<file path="src/rtl/alu_pkg.sv">
// Shared ALU op codes and arbiter FSM state encoding.
package alu_pkg;

    localparam logic [2:0] ALU_AND = 3'b000;
    localparam logic [2:0] ALU_OR  = 3'b001;
    localparam logic [2:0] ALU_ADD = 3'b010;
    localparam logic [2:0] ALU_SUB = 3'b110;
    localparam logic [2:0] ALU_SLT = 3'b111;
    localparam logic [2:0] ALU_NOR = 3'b100;

    localparam logic [0:0] ST_IDLE = 1'b0;
    localparam logic [0:0] ST_RESP = 1'b1;

endpackage

</file>
<file path="src/rtl/alu_core.sv">
// Combinational ALU: AND/OR/ADD/SUB/SLT/NOR with zero, signed-overflow and illegal-op flags.
module alu_core
    import alu_pkg::*;
#(
    parameter int unsigned WIDTH = 32
) (
    input  logic [2:0]       op,
    input  logic [WIDTH-1:0] a,
    input  logic [WIDTH-1:0] b,
    output logic [WIDTH-1:0] y,
    output logic             zero,
    output logic             ovf,
    output logic             ill
);

    logic             is_sub;
    logic [WIDTH-1:0] b_eff;
    logic [WIDTH-1:0] sum;

    // SUB shares the adder as a + ~b + 1
    assign is_sub = (op == ALU_SUB);
    assign b_eff  = is_sub ? ~b : b;
    assign sum    = a + b_eff + WIDTH'(is_sub);

    always_comb begin
        y   = '0;
        ovf = 1'b0;
        ill = 1'b0;
        case (op)
            ALU_AND: y = a & b;
            ALU_OR:  y = a | b;
            ALU_NOR: y = ~(a | b);
            ALU_ADD, ALU_SUB: begin
                y   = sum;
                ovf = (a[WIDTH-1] == b_eff[WIDTH-1]) && (sum[WIDTH-1] != a[WIDTH-1]);
            end
            ALU_SLT: y = WIDTH'($signed(a) < $signed(b));
            default: ill = 1'b1;
        endcase
    end

    assign zero = (y == '0);

endmodule

</file>
<file path="src/rtl/alu_share_arb.sv">
// Round-robin arbiter sharing one ALU between two requesters, with held responses and an op counter.
module alu_share_arb
    import alu_pkg::*;
#(
    parameter int unsigned WIDTH = 32,
    parameter int unsigned CNT_W = 16
) (
    input  logic             clk,
    input  logic             rst,
    input  logic             req_valid_0,
    output logic             req_ready_0,
    input  logic [2:0]       req_op_0,
    input  logic [WIDTH-1:0] req_a_0,
    input  logic [WIDTH-1:0] req_b_0,
    output logic             resp_valid_0,
    input  logic             resp_ready_0,
    input  logic             req_valid_1,
    output logic             req_ready_1,
    input  logic [2:0]       req_op_1,
    input  logic [WIDTH-1:0] req_a_1,
    input  logic [WIDTH-1:0] req_b_1,
    output logic             resp_valid_1,
    input  logic             resp_ready_1,
    output logic [WIDTH-1:0] resp_data,
    output logic             resp_zero,
    output logic             resp_ovf,
    output logic             resp_ill,
    output logic [CNT_W-1:0] op_count
);

    logic [0:0]       state;
    logic [0:0]       state_nxt;
    logic             owner;
    logic             last_grant;
    logic             grant_c;
    logic             accept_c;
    logic             done_c;
    logic [2:0]       sel_op;
    logic [WIDTH-1:0] sel_a;
    logic [WIDTH-1:0] sel_b;
    logic [WIDTH-1:0] alu_y;
    logic             alu_zero;
    logic             alu_ovf;
    logic             alu_ill;

    // On a tie the requester that did not win last time gets the ALU
    always_comb begin
        grant_c = 1'b0;
        if (req_valid_0 && req_valid_1) begin
            grant_c = ~last_grant;
        end else if (req_valid_1) begin
            grant_c = 1'b1;
        end
    end

    assign req_ready_0 = (state == ST_IDLE) && req_valid_0 && !grant_c;
    assign req_ready_1 = (state == ST_IDLE) && req_valid_1 && grant_c;
    assign accept_c    = req_ready_0 || req_ready_1;
    assign done_c      = (state == ST_RESP) && (owner ? resp_ready_1 : resp_ready_0);

    assign sel_op = grant_c ? req_op_1 : req_op_0;
    assign sel_a  = grant_c ? req_a_1  : req_a_0;
    assign sel_b  = grant_c ? req_b_1  : req_b_0;

    alu_core #(
        .WIDTH (WIDTH)
    ) u_alu_core (
        .op   (sel_op),
        .a    (sel_a),
        .b    (sel_b),
        .y    (alu_y),
        .zero (alu_zero),
        .ovf  (alu_ovf),
        .ill  (alu_ill)
    );

    always_ff @(posedge clk) begin
        if (rst) begin
            state <= ST_IDLE;
        end else begin
            state <= state_nxt;
        end
    end

    always_comb begin
        state_nxt = state;
        case (state)
            ST_IDLE: if (accept_c) state_nxt = ST_RESP;
            ST_RESP: if (done_c)   state_nxt = ST_IDLE;
            default: state_nxt = ST_IDLE;
        endcase
    end

    // Result registers, ownership and completion counter
    always_ff @(posedge clk) begin
        if (rst) begin
            owner        <= 1'b0;
            last_grant   <= 1'b1;
            resp_valid_0 <= 1'b0;
            resp_valid_1 <= 1'b0;
            resp_data    <= '0;
            resp_zero    <= 1'b0;
            resp_ovf     <= 1'b0;
            resp_ill     <= 1'b0;
            op_count     <= '0;
        end else if (accept_c) begin
            owner        <= grant_c;
            last_grant   <= grant_c;
            resp_valid_0 <= !grant_c;
            resp_valid_1 <= grant_c;
            resp_data    <= alu_y;
            resp_zero    <= alu_zero;
            resp_ovf     <= alu_ovf;
            resp_ill     <= alu_ill;
        end else if (done_c) begin
            resp_valid_0 <= 1'b0;
            resp_valid_1 <= 1'b0;
            op_count     <= op_count + CNT_W'(1);
        end
    end

endmodule

</file>
<file path="config.mk">
export PLATFORM = sky130hd
export DESIGN_NAME = alu_share_arb
export DESIGN_NICKNAME = d
export VERILOG_FILES = /design/src/rtl/alu_pkg.sv /design/src/rtl/alu_core.sv /design/src/rtl/alu_share_arb.sv
export SDC_FILE = /design/constraint.sdc
export NUM_CORES = 1
export LEC_CHECK = 0
export CELL_PAD_IN_SITES_DETAIL_PLACEMENT = 0
export CELL_PAD_IN_SITES_GLOBAL_PLACEMENT = 1
export CORE_MARGIN = 8
export CORE_UTILIZATION = 25
export CTS_CLUSTER_DIAMETER = 100
export DETAILED_ROUTE_END_ITERATION = 10
export GPL_ROUTABILITY_DRIVEN = 0
export PLACE_DENSITY_LB_ADDON = 0.25
export SLEW_MARGIN = 20
export SYNTH_ARGS = -nofsm -noshare
export SYNTH_HDL_FRONTEND = slang
export SYNTH_SLANG_ARGS = --single-unit
</file>
<file path="constraint.sdc">
create_clock -name clk -period 15.3 [get_ports clk]
set_clock_uncertainty 0.05 [all_clocks]
set_input_delay 2.295 -clock clk [delete_from_list [all_inputs] [get_ports clk]]
set_output_delay 2.295 -clock clk [all_outputs]
set_load 0.05 [all_outputs]
</file>
==> Word level (Yosys, flattened, before mapping) <==
Cells that the tools add are included.
{ "word_totals": {"ff_bits": 56, "out_inout_bits": 55, "in_bits": 140, "wordCells": 59} }
{ "op_classes": {"n_addsub": 3, "mux": 16, "reduce_logical": 15, "n_lt_le_gt_ge": 1, "eq_ne": 7, "bitwise_logic": 7} }
{ "op_table": {"columns": ["cell", "n"], "rows": [
  ["$pmux W32 S5", 1],
  ["$mux W32", 3],
  ["$not A32 Y32", 2],
  ["$add A32 B1 Y32", 1],
  ["$add A32 B32 Y32", 1],
  ["$and A32 B32 Y32", 1],
  ["$logic_not A32 Y1", 1],
  ["$lt A32 B32 Y1", 1],
  ["$or A32 B32 Y32", 1],
  ["$add A16 B1 Y16 const B", 1],
  ["$mux W1", 10],
  ["$eq A3 B3 Y1 const B", 3],
  ["$logic_and A1 B1 Y1", 7],
  ["$reduce_or A6 Y1", 1],
  ["$eq A3 B1 Y1 const B", 1],
  ["$eq A3 B2 Y1 const B", 1],
  ["$logic_not A3 Y1", 1],
  ["$mux W3", 1],
  ["$not A1 Y1", 3],
  ["$pmux W1 S2", 1],
  ["$reduce_and A2 Y1", 1],
  ["$reduce_bool A2 Y1", 1],
  ["$reduce_or A2 Y1", 1],
  ["$eq A1 B1 Y1", 1],
  ["3 further kinds", 3]
]} }

==> Longest topological paths before layout <==
Gate-level depths: netlist (run 1).
{ "depth": {"depth_word": 10, "ltp_mapped": 21} }

==> Modules after synthesis <==
From an unflattened synthesis (run 1), not the netlist that was laid out.
{ "hier_totals": {"cells_unflattened": 1003, "area_unflattened_um2": 7820.0} }
{ "by_module_without_submodules": {"columns": ["mod", "instances", "seq_area_each_um2", "cells_per_inst", "area_per_inst_um2"], "rows": [
  ["alu_core", 1, 0.0, 667, 4898.4],
  ["alu_share_arb", 1, 1121.1, 336, 2921.6]
]} }

==> Least setup slack after synthesis (run 1) <==
No wires, ideal clock.
{ "synth_timing": {"path_kind": "in2reg", "start": "input req_valid_1", "end": "register resp_zero", "slack_ps": 8620, "arrival_ps": 6569, "path_stages": 21, "path_cell_list": "a21bo_2 -> buf_6 -> buf_2 -> buf_2 -> buf_2 -> clkbuf_1 -> nand2_1 -> nand2_1 -> inv_1 -> fa_1 -> nand2b_1 -> a211oi_1 -> nor2_1 -> o221ai_1 -> a21oi_1 -> xnor2_1 -> a21oi_1 -> nand4_1 -> or4_1 -> nor3_1 -> a32o_2"} }
{ "synth_between": {"elab_chain_cells": 9, "elab_cells_between_ends": 28, "cone_classes": "2 x add/sub; 1 x order compare; 5 x eq/ne; 7 x mux; 4 x bitwise; 9 x reduce/logical"} }
{ "synth_lines": {"columns": ["element", "line", "source"], "rows": [
  ["start, declared", "alu_share_arb.sv:17", "input logic req_valid_1,"],
  ["$mux W1 or $logic_and A1 B1 Y1 (tied branches)", "alu_share_arb.sv:51, alu_share_arb.sv:49", null],
  ["$mux W1", "alu_share_arb.sv:49", "if (req_valid_0 && req_valid_1) begin"],
  ["$mux W3 or $mux W32 (tied branches)", "alu_share_arb.sv:61, alu_share_arb.sv:63", null],
  ["$eq A3 B3 Y1 or $not A32 Y32 (tied branches)", "alu_core.sv:21, alu_core.sv:29, alu_core.sv:22", null],
  ["$mux W32", "alu_core.sv:22", "assign b_eff = is_sub ? ~b : b;"],
  ["$add A32 B32 Y32", "alu_core.sv:23", "assign sum = a + b_eff + WIDTH'(is_sub);"],
  ["$add A32 B1 Y32", "alu_core.sv:23", null],
  ["$pmux W32 S5", "alu_core.sv:29", "case (op)"],
  ["$logic_not A32 Y1", "alu_core.sv:42", "assign zero = (y == '0);"],
  ["end signal, assigned", "alu_share_arb.sv:112", "resp_zero <= alu_zero;"],
  ["end, declared", "alu_share_arb.sv:25", "output logic resp_zero,"]
]} }
Parallel ways exist; a longest one is shown, timed or not.
A chain may end at the register's enable or synchronous reset.

==> Worst setup path after layout (run 1) <==
{ "layout_timing": {"start": "input req_valid_0", "end": "register resp_zero"} }
{ "layout_between": {"elab_chain_cells": 9, "elab_cells_between_ends": 27, "cone_classes": "2 x add/sub; 1 x order compare; 5 x eq/ne; 6 x mux; 4 x bitwise; 9 x reduce/logical"} }
{ "layout_lines": {"columns": ["element", "line", "source"], "rows": [
  ["start, declared", "alu_share_arb.sv:10", "input logic req_valid_0,"],
  ["$logic_and A1 B1 Y1", "alu_share_arb.sv:49", null],
  ["$mux W1", "alu_share_arb.sv:49", null],
  ["$mux W3 or $mux W32 (tied branches)", "alu_share_arb.sv:61, alu_share_arb.sv:63", null],
  ["$eq A3 B3 Y1 or $not A32 Y32 (tied branches)", "alu_core.sv:21, alu_core.sv:29, alu_core.sv:22", null],
  ["$mux W32", "alu_core.sv:22", null],
  ["$add A32 B32 Y32", "alu_core.sv:23", null],
  ["$add A32 B1 Y32", "alu_core.sv:23", null],
  ["$pmux W32 S5", "alu_core.sv:29", null],
  ["$logic_not A32 Y1", "alu_core.sv:42", null]
]} }
Parallel ways exist; a longest one is shown, timed or not.

==> summary.txt, run 1 <==
Hold wc startpoint = resp_data[19]
Vias in the first global route = 8442
DRC errors left = 0
Sink of the worst hold path = resp_data[19]
Combined area of all synthesized cells = 8035 µm²
Starting utilization of the core area = 25.40%
Prevailing post-synth register cell = sky130_fd_sc_hd__dfxtp_1
Cell types with the largest area share after synthesis = sky130_fd_sc_hd__ha_1 17%, sky130_fd_sc_hd__dfxtp_1 14%, sky130_fd_sc_hd__a21oi_1 6.5%, sky130_fd_sc_hd__mux2i_1 6.5%, sky130_fd_sc_hd__xnor2_1 5.6%
Synth Area in Compound Gates = 24.14%
Leakage power = 4.427 nW
Non-filler cells, final = 1664
GRT Residual Overflow = 0
Worst reg2reg path startpoint = last_grant
Proportion of synthesized flip-flops having asynchronous set or reset = 0%
Crit path from = req_valid_0
Run status = complete, no violations
Fin. Hold Viols = 0
Number of maximum-capacitance violations = 0
Worst max-slew margin expressed relative to the limit = 45.94%
Seq cells post-synth = 56
Fraction of synthesized area in multiplexers = 7.085%
Total routed wirelength = 31000 µm
Maximum number of pins on one net before global-route repair = 58
Number of DRC violations after detailed-routing iteration 0 = 473
Mean routed wirelength per cell = 18.63 µm
Final-layout fill cell count = 3406
Post-synthesis area per instance = 7.252 µm²
Vias after detailed routing = 8322
Arr. time, crit path = 7900 ps
Dominant combinational cell family by area after synthesis = compound AO/OA/AOI/OAI gates
Max-slew violation count = 0
Half-perimeter wire length after detailed placement = 24740 µm
Unrepaired setup endpoints after global routing = false
Kind of path behind the tightest hold check = flip-flop to flip-flop
Post-synth net total = 1360
Total negative slack = 0 ps
Number of enable flip-flop cells after synthesis = 0
Clock tree from TritonCTS = done
Tightest Pin Transition = 811.0 ps
Count of warnings emitted by yosys = 0
Wire length of the first global-routing pass = 48600 µm
Antenna cell count = 0
Final cycle utilization of the critical path = 50.40%
Clock slew at the register clock pins of the worst setup and hold paths = 70 ps
Hold_buf cts = 0
Number of optimization iterations in the first detailed-route pass = 5
Layout overhead on the synthesized area = 30.71%
Endpoint type of the worst setup path = flip-flop
Setup slack at placement = 7270 ps
Post-layout min period = 7712 ps
Cell variety after synth = 76
Total number of nets in the final design = 1513
Core Rows = 65
Synth Area in Simple Gates = 21.11%
Highest ir drop seen on vdd = 0.05012 mV
Post-place instance area = 10330 µm²
Proportion of layout cells with a drive suffix above 1 = 3.566%
Util after Layout = 33.20%
Avg Vias per Cell = 5.001
Worst r2r path cells = 17
Placed instance count = 1655
Die Area = 38130 µm²
Source-to-sink clock delay at the later pin of the worst-skew pair = 290 ps
CTS HTree Levels = 2
Number of buffers on the longest clock path = 2
Final setup viols = 0
Worst hold path stage count = 2
Kind of launch point of the worst setup path = primary input
R2R Setup Slk = 9760 ps
Top cell type by total area after synthesis = sky130_fd_sc_hd__ha_1
Post-CTS setup buffer count = 0
Antenna violations before repair = 0
Part of the Yosys area used for sequential elements = 13.95%
Synthesized-area fraction occupied by xor and xnor cells = 7.848%
Buffer type at the clock tree root = sky130_fd_sc_hd__clkbuf_16
Crit-path max FO = 57
Fmax = 129.7 MHz
Count of input and output buffers = 194
Quantity of gates resized following cts = 0
R2r endpoint = resp_zero
Die Span Y = 195.3 µm
I/O pin total = 195
Sink Count = 56
Chip Width = 195.3 µm
Required time worst endpoint = 15490 ps
Type of the setup path with the least slack = primary input to flip-flop
Placeable Area = 31640 µm²
Detail Route Antenna Nets = 0
Share of the synthesized area in the top cell type = 17.28%
Cts bufs inserted = 5
Power density relative to cell area = 77.45 nW/µm²
Minimum setup slack in the final design = 7588 ps
Cell area after layout = 10500 µm²
Synthesized-area fraction occupied by adder cells = 19.03%
Synthesized netlist cell count = 1108
Total Routing Usage GR = 15.77%
==> routing by layer <==
metal | wire [µm] | vias up | GRT usage, %
met1 | 15720 | 3838 | 23.04
li1 | - | 4232 | -
met3 | 1553 | 26 | 2.029
met5 | 0 | - | 0
met4 | 467 | 0 | 2.835
met2 | 13260 | 226 | 24.48
==> worst max path at each step <==
stage	end	slack, ps	cells after the start
floorplan	resp_zero	8620	21
global placement	resp_zero	7410	17
detailed placement	resp_zero	7270	18
CTS	resp_zero	7530	18
global route	resp_zero	7050	18
finish	resp_zero	7590	18
==> stage by stage <==
step	hold slack, ps	total power, W
4_1_cts	413.0	0.0008176
3_5_place_dp	402.1	0.0006950
5_1_grt	433.0	0.0008800
3_3_place_gp	395.1	0.0006961
6_report	410.5	0.0008134
2_1_floorplan	416.4	0.0005221
==> worst max-delay path, stage by stage <==
cell and delay [ps]:
sky130_fd_sc_hd__clkdlybuf4s50_1 590, sky130_fd_sc_hd__a21bo_4 450, sky130_fd_sc_hd__buf_4 680, sky130_fd_sc_hd__mux2i_1 470, sky130_fd_sc_hd__xnor2_1 200, sky130_fd_sc_hd__inv_1 90, sky130_fd_sc_hd__fa_1 410, sky130_fd_sc_hd__nand2b_1 200
sky130_fd_sc_hd__a211oi_1 470, sky130_fd_sc_hd__nor2_1 150, sky130_fd_sc_hd__o221ai_1 290, sky130_fd_sc_hd__a21oi_1 180, sky130_fd_sc_hd__xnor2_1 160, sky130_fd_sc_hd__a21oi_1 210, sky130_fd_sc_hd__nand4_1 100, sky130_fd_sc_hd__or4_1 550
sky130_fd_sc_hd__nor3_1 210, sky130_fd_sc_hd__a32o_2 140
==> logic make-up after synthesis <==
group / count (synthesis)
XOR/XNOR: 72
adder cells (fa/ha/maj): 124
flip-flops: 56
AND/OR/NAND/NOR: 362
multiplexers: 56
buffers and inverters: 136
AO/OA/AOI/OAI: 302
==> Yosys cell counts (4+ instances only) <==
cell type / count
sky130_fd_sc_hd__nor3b_1: 4
sky130_fd_sc_hd__a21o_1: 11
sky130_fd_sc_hd__nand4_1: 16
sky130_fd_sc_hd__nand3_1: 24
sky130_fd_sc_hd__a31oi_1: 10
sky130_fd_sc_hd__nor4_1: 7
sky130_fd_sc_hd__nand2b_1: 12
sky130_fd_sc_hd__inv_1: 76
sky130_fd_sc_hd__o21bai_1: 8
sky130_fd_sc_hd__or3_1: 13
sky130_fd_sc_hd__a21oi_1: 105
sky130_fd_sc_hd__maj3_1: 12
sky130_fd_sc_hd__xnor2_1: 51
sky130_fd_sc_hd__ha_1: 111
sky130_fd_sc_hd__nor3_1: 31
sky130_fd_sc_hd__nand3b_1: 4
sky130_fd_sc_hd__buf_1: 11
sky130_fd_sc_hd__xor2_1: 21
sky130_fd_sc_hd__o32ai_1: 4
sky130_fd_sc_hd__clkbuf_1: 35
sky130_fd_sc_hd__and3_1: 5
sky130_fd_sc_hd__a22oi_1: 4
sky130_fd_sc_hd__dfxtp_1: 56
sky130_fd_sc_hd__buf_2: 10
sky130_fd_sc_hd__o21ai_1: 10
sky130_fd_sc_hd__a211oi_1: 26
sky130_fd_sc_hd__o21a_1: 9
sky130_fd_sc_hd__nand2_1: 104
sky130_fd_sc_hd__nor2b_1: 6
sky130_fd_sc_hd__o21ai_0: 56
sky130_fd_sc_hd__nor2_1: 115
sky130_fd_sc_hd__nor4b_1: 6
sky130_fd_sc_hd__o211ai_1: 17
sky130_fd_sc_hd__mux2i_1: 52
==> flip-flops by register name, indices dropped and copies added, names as in the netlist <==
signal and count:
resp_ill 1, owner 1, resp_ovf 1, resp_valid_0 1
resp_valid_1 1, state 1, last_grant 1, op_count 16
resp_data 32, resp_zero 1
==> placed cells by master, fill, tap and decap left out, types with 12 or more instances in the layout <==
cell	netlist	final
sky130_fd_sc_hd__maj3_1	12	12
sky130_fd_sc_hd__nand2b_1	12	12
sky130_fd_sc_hd__o21ai_0	56	56
sky130_fd_sc_hd__nand4_1	16	16
sky130_fd_sc_hd__ha_1	111	111
sky130_fd_sc_hd__nand3_1	24	24
sky130_fd_sc_hd__or3_1	13	13
sky130_fd_sc_hd__inv_1	76	76
sky130_fd_sc_hd__clkdlybuf4s50_1	0	193
sky130_fd_sc_hd__o211ai_1	17	17
sky130_fd_sc_hd__mux2i_1	52	50
sky130_fd_sc_hd__nor3_1	31	31
sky130_fd_sc_hd__nor2_1	115	114
sky130_fd_sc_hd__a21oi_1	105	105
sky130_fd_sc_hd__dfxtp_1	56	56
sky130_fd_sc_hd__xor2_1	21	21
sky130_fd_sc_hd__nand2_1	104	104
sky130_fd_sc_hd__xnor2_1	51	51
sky130_fd_sc_hd__a211oi_1	26	26
==> cell type report <==
cell class	instances	area, µm²	share of cell area, %
well taps	402	503.0	4.789
flip-flops and latches	56	1121	10.67
multi-input cells	916	6406	61.00
inverters	76	285.3	2.716
clock inverters	2	13.76	0.1310
repair buffers	206	2034	19.37
clock buffers	6	138.9	1.322
==> power breakdown <==
group	internal [W]	total, W	switching [W]
Combinational	0.000206	0.000526	0.000321
Sequential	0.000159	0.000168	0.00000877
Clock	0.0000656	0.000119	0.0000534
Power figures use the tool's default switching activity.
==> inputs of run 2 (changes only) <==
==> constraint.sdc (replaced) <==
create_clock -name clk -period 7.2 [get_ports clk]
set_clock_uncertainty 0.05 [all_clocks]
set_input_delay 1.08 -clock clk [delete_from_list [all_inputs] [get_ports clk]]
set_output_delay 1.08 -clock clk [all_outputs]
set_load 0.05 [all_outputs]
==> summary.txt, run 2 (synthesized netlist as in run 1, its figures left out) <==
Mean routed wirelength per cell = 18.76 µm
Chip Width = 195.3 µm
Commonest non-fill, non-tap cell in the layout = sky130_fd_sc_hd__clkdlybuf4s50_1
Arr. time, crit path = 6280 ps
Required time worst endpoint = 7380 ps
Crit-path max FO = 24
Maximum number of pins on one net before global-route repair = 56
Die Area = 38130 µm²
Kind of path behind the tightest hold check = flip-flop to flip-flop
Register with the most flip-flops = resp_data
Tightest Pin Transition = 1036 ps
Kind of launch point of the worst setup path = primary input
Total Routing Usage GR = 15.77%
Wire length of the first global-routing pass = 48570 µm
Delay contributed by the slowest stage of the critical path = 830 ps
Clock slew at the register clock pins of the worst setup and hold paths = 70 ps
Max-slew violation count = 0
Cells traversed along the worst timing path = clkdlybuf4s50_1, nand3b_1, o21ai_4, xnor2_1, inv_1, fa_1, nand2b_1, a211oi_1, nor2_1, o221ai_1, a21oi_1, xnor2_1, a21oi_1, nand4_1, or4_1, nor3_1, a32o_2
Clock tree from TritonCTS = done
Count of input and output buffers = 194
Vias after detailed routing = 8369
Vias in the first global route = 8372
Sink Count = 56
Half-perimeter wire length after detailed placement = 25240 µm
I/O pin total = 195
Source-to-sink clock delay at the later pin of the worst-skew pair = 290 ps
Total routed wirelength = 31270 µm
Placeable Area = 31640 µm²
Die Span Y = 195.3 µm
Core Rows = 65
Quantity of gates resized following cts = 0
Final setup viols = 0
Highest ir drop seen on vdd = 0.09034 mV
Fin. Hold Viols = 0
R2R Setup Slk = 2090 ps
GRT Residual Overflow = 0
Antenna cell count = 0
Cts bufs inserted = 5
Hold_buf cts = 0
Power density relative to cell area = 166.4 nW/µm²
Detail Route Antenna Nets = 0
Largest registers = resp_data x32, op_count x16
Post-layout min period = 6100 ps
Number of flip-flops in the largest register = 32
Run status = complete, no violations
CTS HTree Levels = 2
Crit path buffers/inverters = 2
Worst max-slew margin expressed relative to the limit = 30.66%
Avg Vias per Cell = 5.020
Type of the setup path with the least slack = primary input to flip-flop
Total negative slack = 0 ps
Tot Pwr = 0.001754 W
Number of DRC violations after detailed-routing iteration 0 = 407
Total number of nets in the final design = 1516
Buffer type at the clock tree root = sky130_fd_sc_hd__clkbuf_16
Unrepaired setup endpoints after global routing = false
Proportion of layout cells with a drive suffix above 1 = 3.715%
Leakage power = 4.449 nW
Number of optimization iterations in the first detailed-route pass = 5
Post-CTS setup buffer count = 0
DRC errors left = 0
Layout overhead on the synthesized area = 31.19%
Starting utilization of the core area = 25.40%
Critical-path top delay cell = sky130_fd_sc_hd__o21ai_4
Most frequent cells in the layout = 193 x sky130_fd_sc_hd__clkdlybuf4s50_1, 114 x sky130_fd_sc_hd__nor2_1, 111 x sky130_fd_sc_hd__ha_1, 105 x sky130_fd_sc_hd__a21oi_1, 104 x sky130_fd_sc_hd__nand2_1
Antenna violations before repair = 0
Top delay family on crit path = compound AO/OA/AOI/OAI gates
Final cycle utilization of the critical path = 84.73%
Fmax = 163.9 MHz
Number of buffers on the longest clock path = 2
Endpoint type of the worst setup path = flip-flop
Number of maximum-capacitance violations = 0
run 2: cell count changes in the layout (fill, tap and decap cells not counted), sizes merged:
cell    before  now
inv         77   76
buf         13   16
bufinv       0    1
run 2: path summary, 6_finish.rpt:
check | from | end | cells after the start
min reg2reg | resp_data[22] | resp_data[22] | 2
min | resp_data[22] | resp_data[22] | 2
max | req_op_1[0] | resp_zero | 17
max reg2reg | last_grant | resp_zero | 16
run 2: area by class of cell:
class	count	area, µm²
inverters	76	285.3
well taps	402	503.0
clock inverters	2	35.03
clock buffers	6	128.9
multi-input cells	916	6406
repair buffers	209	2062
flip-flops and latches	56	1121
fillers	3338	21100
run 2: tightest hold or removal path: stages, from the launching register on:
cell	delay, ps
sky130_fd_sc_hd__dfxtp_1	310
sky130_fd_sc_hd__nand2_1	50
sky130_fd_sc_hd__a21oi_1	50
run 2: metrics by stage:
step	cells	util [%]	instance area [µm²]	setup slack [ps]	hold WS, ps
floorplan	1108	-	8035	1735	416.4
global placement	1659	32.80	10380	823.9	394.8
detailed placement	1659	32.80	10380	827.8	398.1
CTS	1667	33.32	10540	1106	407.9
global route	1667	33.32	10540	707.9	429.0
finish	1667	33.32	10540	1100	405.3
run 2: where the power goes:
part / internal [W] / total (W) / switching (W)
clock: 0.000164 / 0.000275 / 0.000111
sequential: 0.000339 / 0.000358 / 0.0000191
combinational: 0.000437 / 0.00112 / 0.000684
total: 0.000940 / 0.00175 / 0.000814
run 2: routing by layer:
metal / vias to the layer above / wire [µm] / GRT usage (%) / part of all wire, %
met3: 22 / 1484 / 2.063 / 4.7
met1: 3855 / 15880 / 22.70 / 51
met2: 237 / 13530 / 24.93 / 43
li1: 4255 / - / - / -
met5: - / 0 / 0 / 0
met4: 0 / 379 / 2.779 / 1.2
==> inputs of run 3 (changes only) <==
==> constraint.sdc (replaced) <==
create_clock -name clk -period 5.6 [get_ports clk]
set_clock_uncertainty 0.05 [all_clocks]
set_input_delay 0.84 -clock clk [delete_from_list [all_inputs] [get_ports clk]]
set_output_delay 0.84 -clock clk [all_outputs]
set_load 0.05 [all_outputs]
==> summary.txt, run 3 (synthesized netlist as in run 1, its figures left out) <==
Maximum number of pins on one net before global-route repair = 56
Post-CTS setup buffer count = 0
Final-layout fill cell count = 3362
R2r endpoint = resp_ovf
Max-slew violation count = 0
Buffer type at the clock tree root = sky130_fd_sc_hd__clkbuf_16
Final setup viols = 0
Largest registers = resp_data x32, op_count x16
Endpoint type of the worst setup path = flip-flop
Mean routed wirelength per cell = 18.22 µm
Clock slew at the register clock pins of the worst setup and hold paths = 80 ps
Required time worst endpoint = 5770 ps
Detail Route Antenna Nets = 0
Crit-path max FO = 36
I/O pin total = 195
Cell area after layout = 11130 µm²
Count of input and output buffers = 194
Total area of multi-input combinational cells = 6405 µm²
Total negative slack = 0 ps
Proportion of power drawn by the clock network = 13.3%
Minimum setup slack in the final design = 307.3 ps
Die Area = 38130 µm²
Half-perimeter wire length after detailed placement = 26610 µm
Fmax = 188.9 MHz
Antenna cell count = 0
Highest ir drop seen on vdd = 0.1444 mV
Avg Vias per Cell = 4.986
Post-layout min period = 5293 ps
Die Span Y = 195.3 µm
Fin. Hold Viols = 0
Final cycle utilization of the critical path = 94.51%
Unrepaired setup endpoints after global routing = false
CTS HTree Levels = 2
Kind of launch point of the worst setup path = primary input
GRT Residual Overflow = 0
Proportion of power drawn by combinational gates = 66.9%
Proportion of layout cells with a drive suffix above 1 = 9.254%
Tot Pwr = 0.002321 W
Part of the power in registers = 19.8%
Total routed wirelength = 31750 µm
Antenna violations before repair = 0
Number of flip-flops in the largest register = 32
Core Rows = 65
Switching component of the power = 0.001073 W
Sequential cell area = 1121 µm²
Clock tree from TritonCTS = done
Switching portion of total power = 46.21%
Source-to-sink clock delay at the later pin of the worst-skew pair = 290 ps
Post-place instance area = 10990 µm²
Number of buffers on the longest clock path = 2
Worst r2r path cells = 17
Hold wc startpoint = resp_data[22]
Placeable Area = 31640 µm²
Worst hold path stage count = 2
R2R Setup Slk = 1030 ps
Worst reg2reg path startpoint = last_grant
Commonest non-fill, non-tap cell in the layout = sky130_fd_sc_hd__clkdlybuf4s50_1
Leakage power = 4.813 nW
Run status = complete, no violations
Arr. time, crit path = 5470 ps
Total number of nets in the final design = 1592
Sink of the worst hold path = resp_data[22]
Chip Width = 195.3 µm
Sink Count = 56
Vias in the first global route = 8747
Cts bufs inserted = 5
Power density relative to cell area = 208.4 nW/µm²
Worst max-slew margin expressed relative to the limit = 49.40%
Layout overhead on the synthesized area = 38.57%
Tightest Pin Transition = 757.1 ps
Total Routing Usage GR = 16.08%
Setup slack at placement = -0.1892 ps
Type of the setup path with the least slack = primary input to flip-flop
Number of maximum-capacitance violations = 0
Number of optimization iterations in the first detailed-route pass = 4
Register with the most flip-flops = resp_data
DRC errors left = 0
Total internal power = 0.001248 W
Util after Layout = 35.19%
Starting utilization of the core area = 25.40%
Most frequent cells in the layout = 193 x sky130_fd_sc_hd__clkdlybuf4s50_1, 114 x sky130_fd_sc_hd__nor2_1, 111 x sky130_fd_sc_hd__ha_1, 105 x sky130_fd_sc_hd__a21oi_1, 104 x sky130_fd_sc_hd__nand2_1
Wire length of the first global-routing pass = 49840 µm
Number of DRC violations after detailed-routing iteration 0 = 466
Vias after detailed routing = 8685
Kind of path behind the tightest hold check = flip-flop to flip-flop
-- run 3: worst max-delay path by stage --
stage	slack, ps	depth (start not counted)	end	startpoint
3_3_place_gp	20	18	resp_zero	req_valid_0
5_1_grt	50	18	resp_ovf	req_valid_0
6_report	310	18	resp_ovf	req_valid_0
4_1_cts	290	18	resp_zero	req_valid_0
2_1_floorplan	380	21	resp_zero	req_valid_1
3_5_place_dp	-0.2	18	resp_zero	req_valid_0
-- run 3: area by class of cell --
type	instances	area share (%)
clock inverters	2	0.1124
multi-input cells	916	57.52
clock buffers	5	1.124
well taps	402	4.517
inverters	76	2.562
repair buffers	285	24.09
flip-flops and latches	56	10.07
-- run 3: worst max-delay path, stage by stage --
cell	delay (ps)
sky130_fd_sc_hd__clkdlybuf4s50_1	590
sky130_fd_sc_hd__a21bo_4	220
sky130_fd_sc_hd__buf_12	160
sky130_fd_sc_hd__buf_12	240
sky130_fd_sc_hd__mux2i_1	470
sky130_fd_sc_hd__xnor2_1	210
sky130_fd_sc_hd__ha_1	310
sky130_fd_sc_hd__a21oi_1	210
sky130_fd_sc_hd__o211ai_1	110
sky130_fd_sc_hd__a21boi_0	270
sky130_fd_sc_hd__nand3_1	230
sky130_fd_sc_hd__o31a_1	350
sky130_fd_sc_hd__a311oi_2	450
sky130_fd_sc_hd__o21bai_1	120
sky130_fd_sc_hd__a21oi_1	210
sky130_fd_sc_hd__and4_1	210
sky130_fd_sc_hd__o21ai_0	70
sky130_fd_sc_hd__a21oi_1	150
-- run 3: stage by stage --
step | cells | hold WS, ps
4_1_cts | 1742 | 409.2
3_5_place_dp | 1735 | 398.7
6_report | 1742 | 402.8
3_3_place_gp | 1735 | 395.2
2_1_floorplan | 1108 | 416.4
5_1_grt | 1742 | 432.1
-- run 3: power groups by stage --
| stage | Clock [W] | Sequential, W | Combinational [W] |
|---|---|---|---|
| global placement | 0 | 0.000469 | 0.00155 |
| detailed placement | 0 | 0.000470 | 0.00155 |
| global route | 0.000334 | 0.000466 | 0.00170 |
| floorplan | 0 | 0.000583 | 0.000844 |
| finish | 0.000308 | 0.000460 | 0.00155 |
| CTS | 0.000318 | 0.000460 | 0.00155 |
-- run 3: layer usage --
layer | share of wire, % | up-vias | wire, µm | global-route usage, %
li1 | - | 4388 | - | -
met1 | 50 | 3999 | 16020 | 23.11
met2 | 42 | 257 | 13350 | 24.65
met3 | 5.0 | 41 | 1587 | 2.270
met4 | 2.5 | 0 | 789 | 4.267
met5 | 0 | - | 0 | 0
-- run 3: what timing repair did --
action	CTS	global route
endpoints found under the setup margin	0	1
gates resized for setup	0	2
hold buffers	0	0
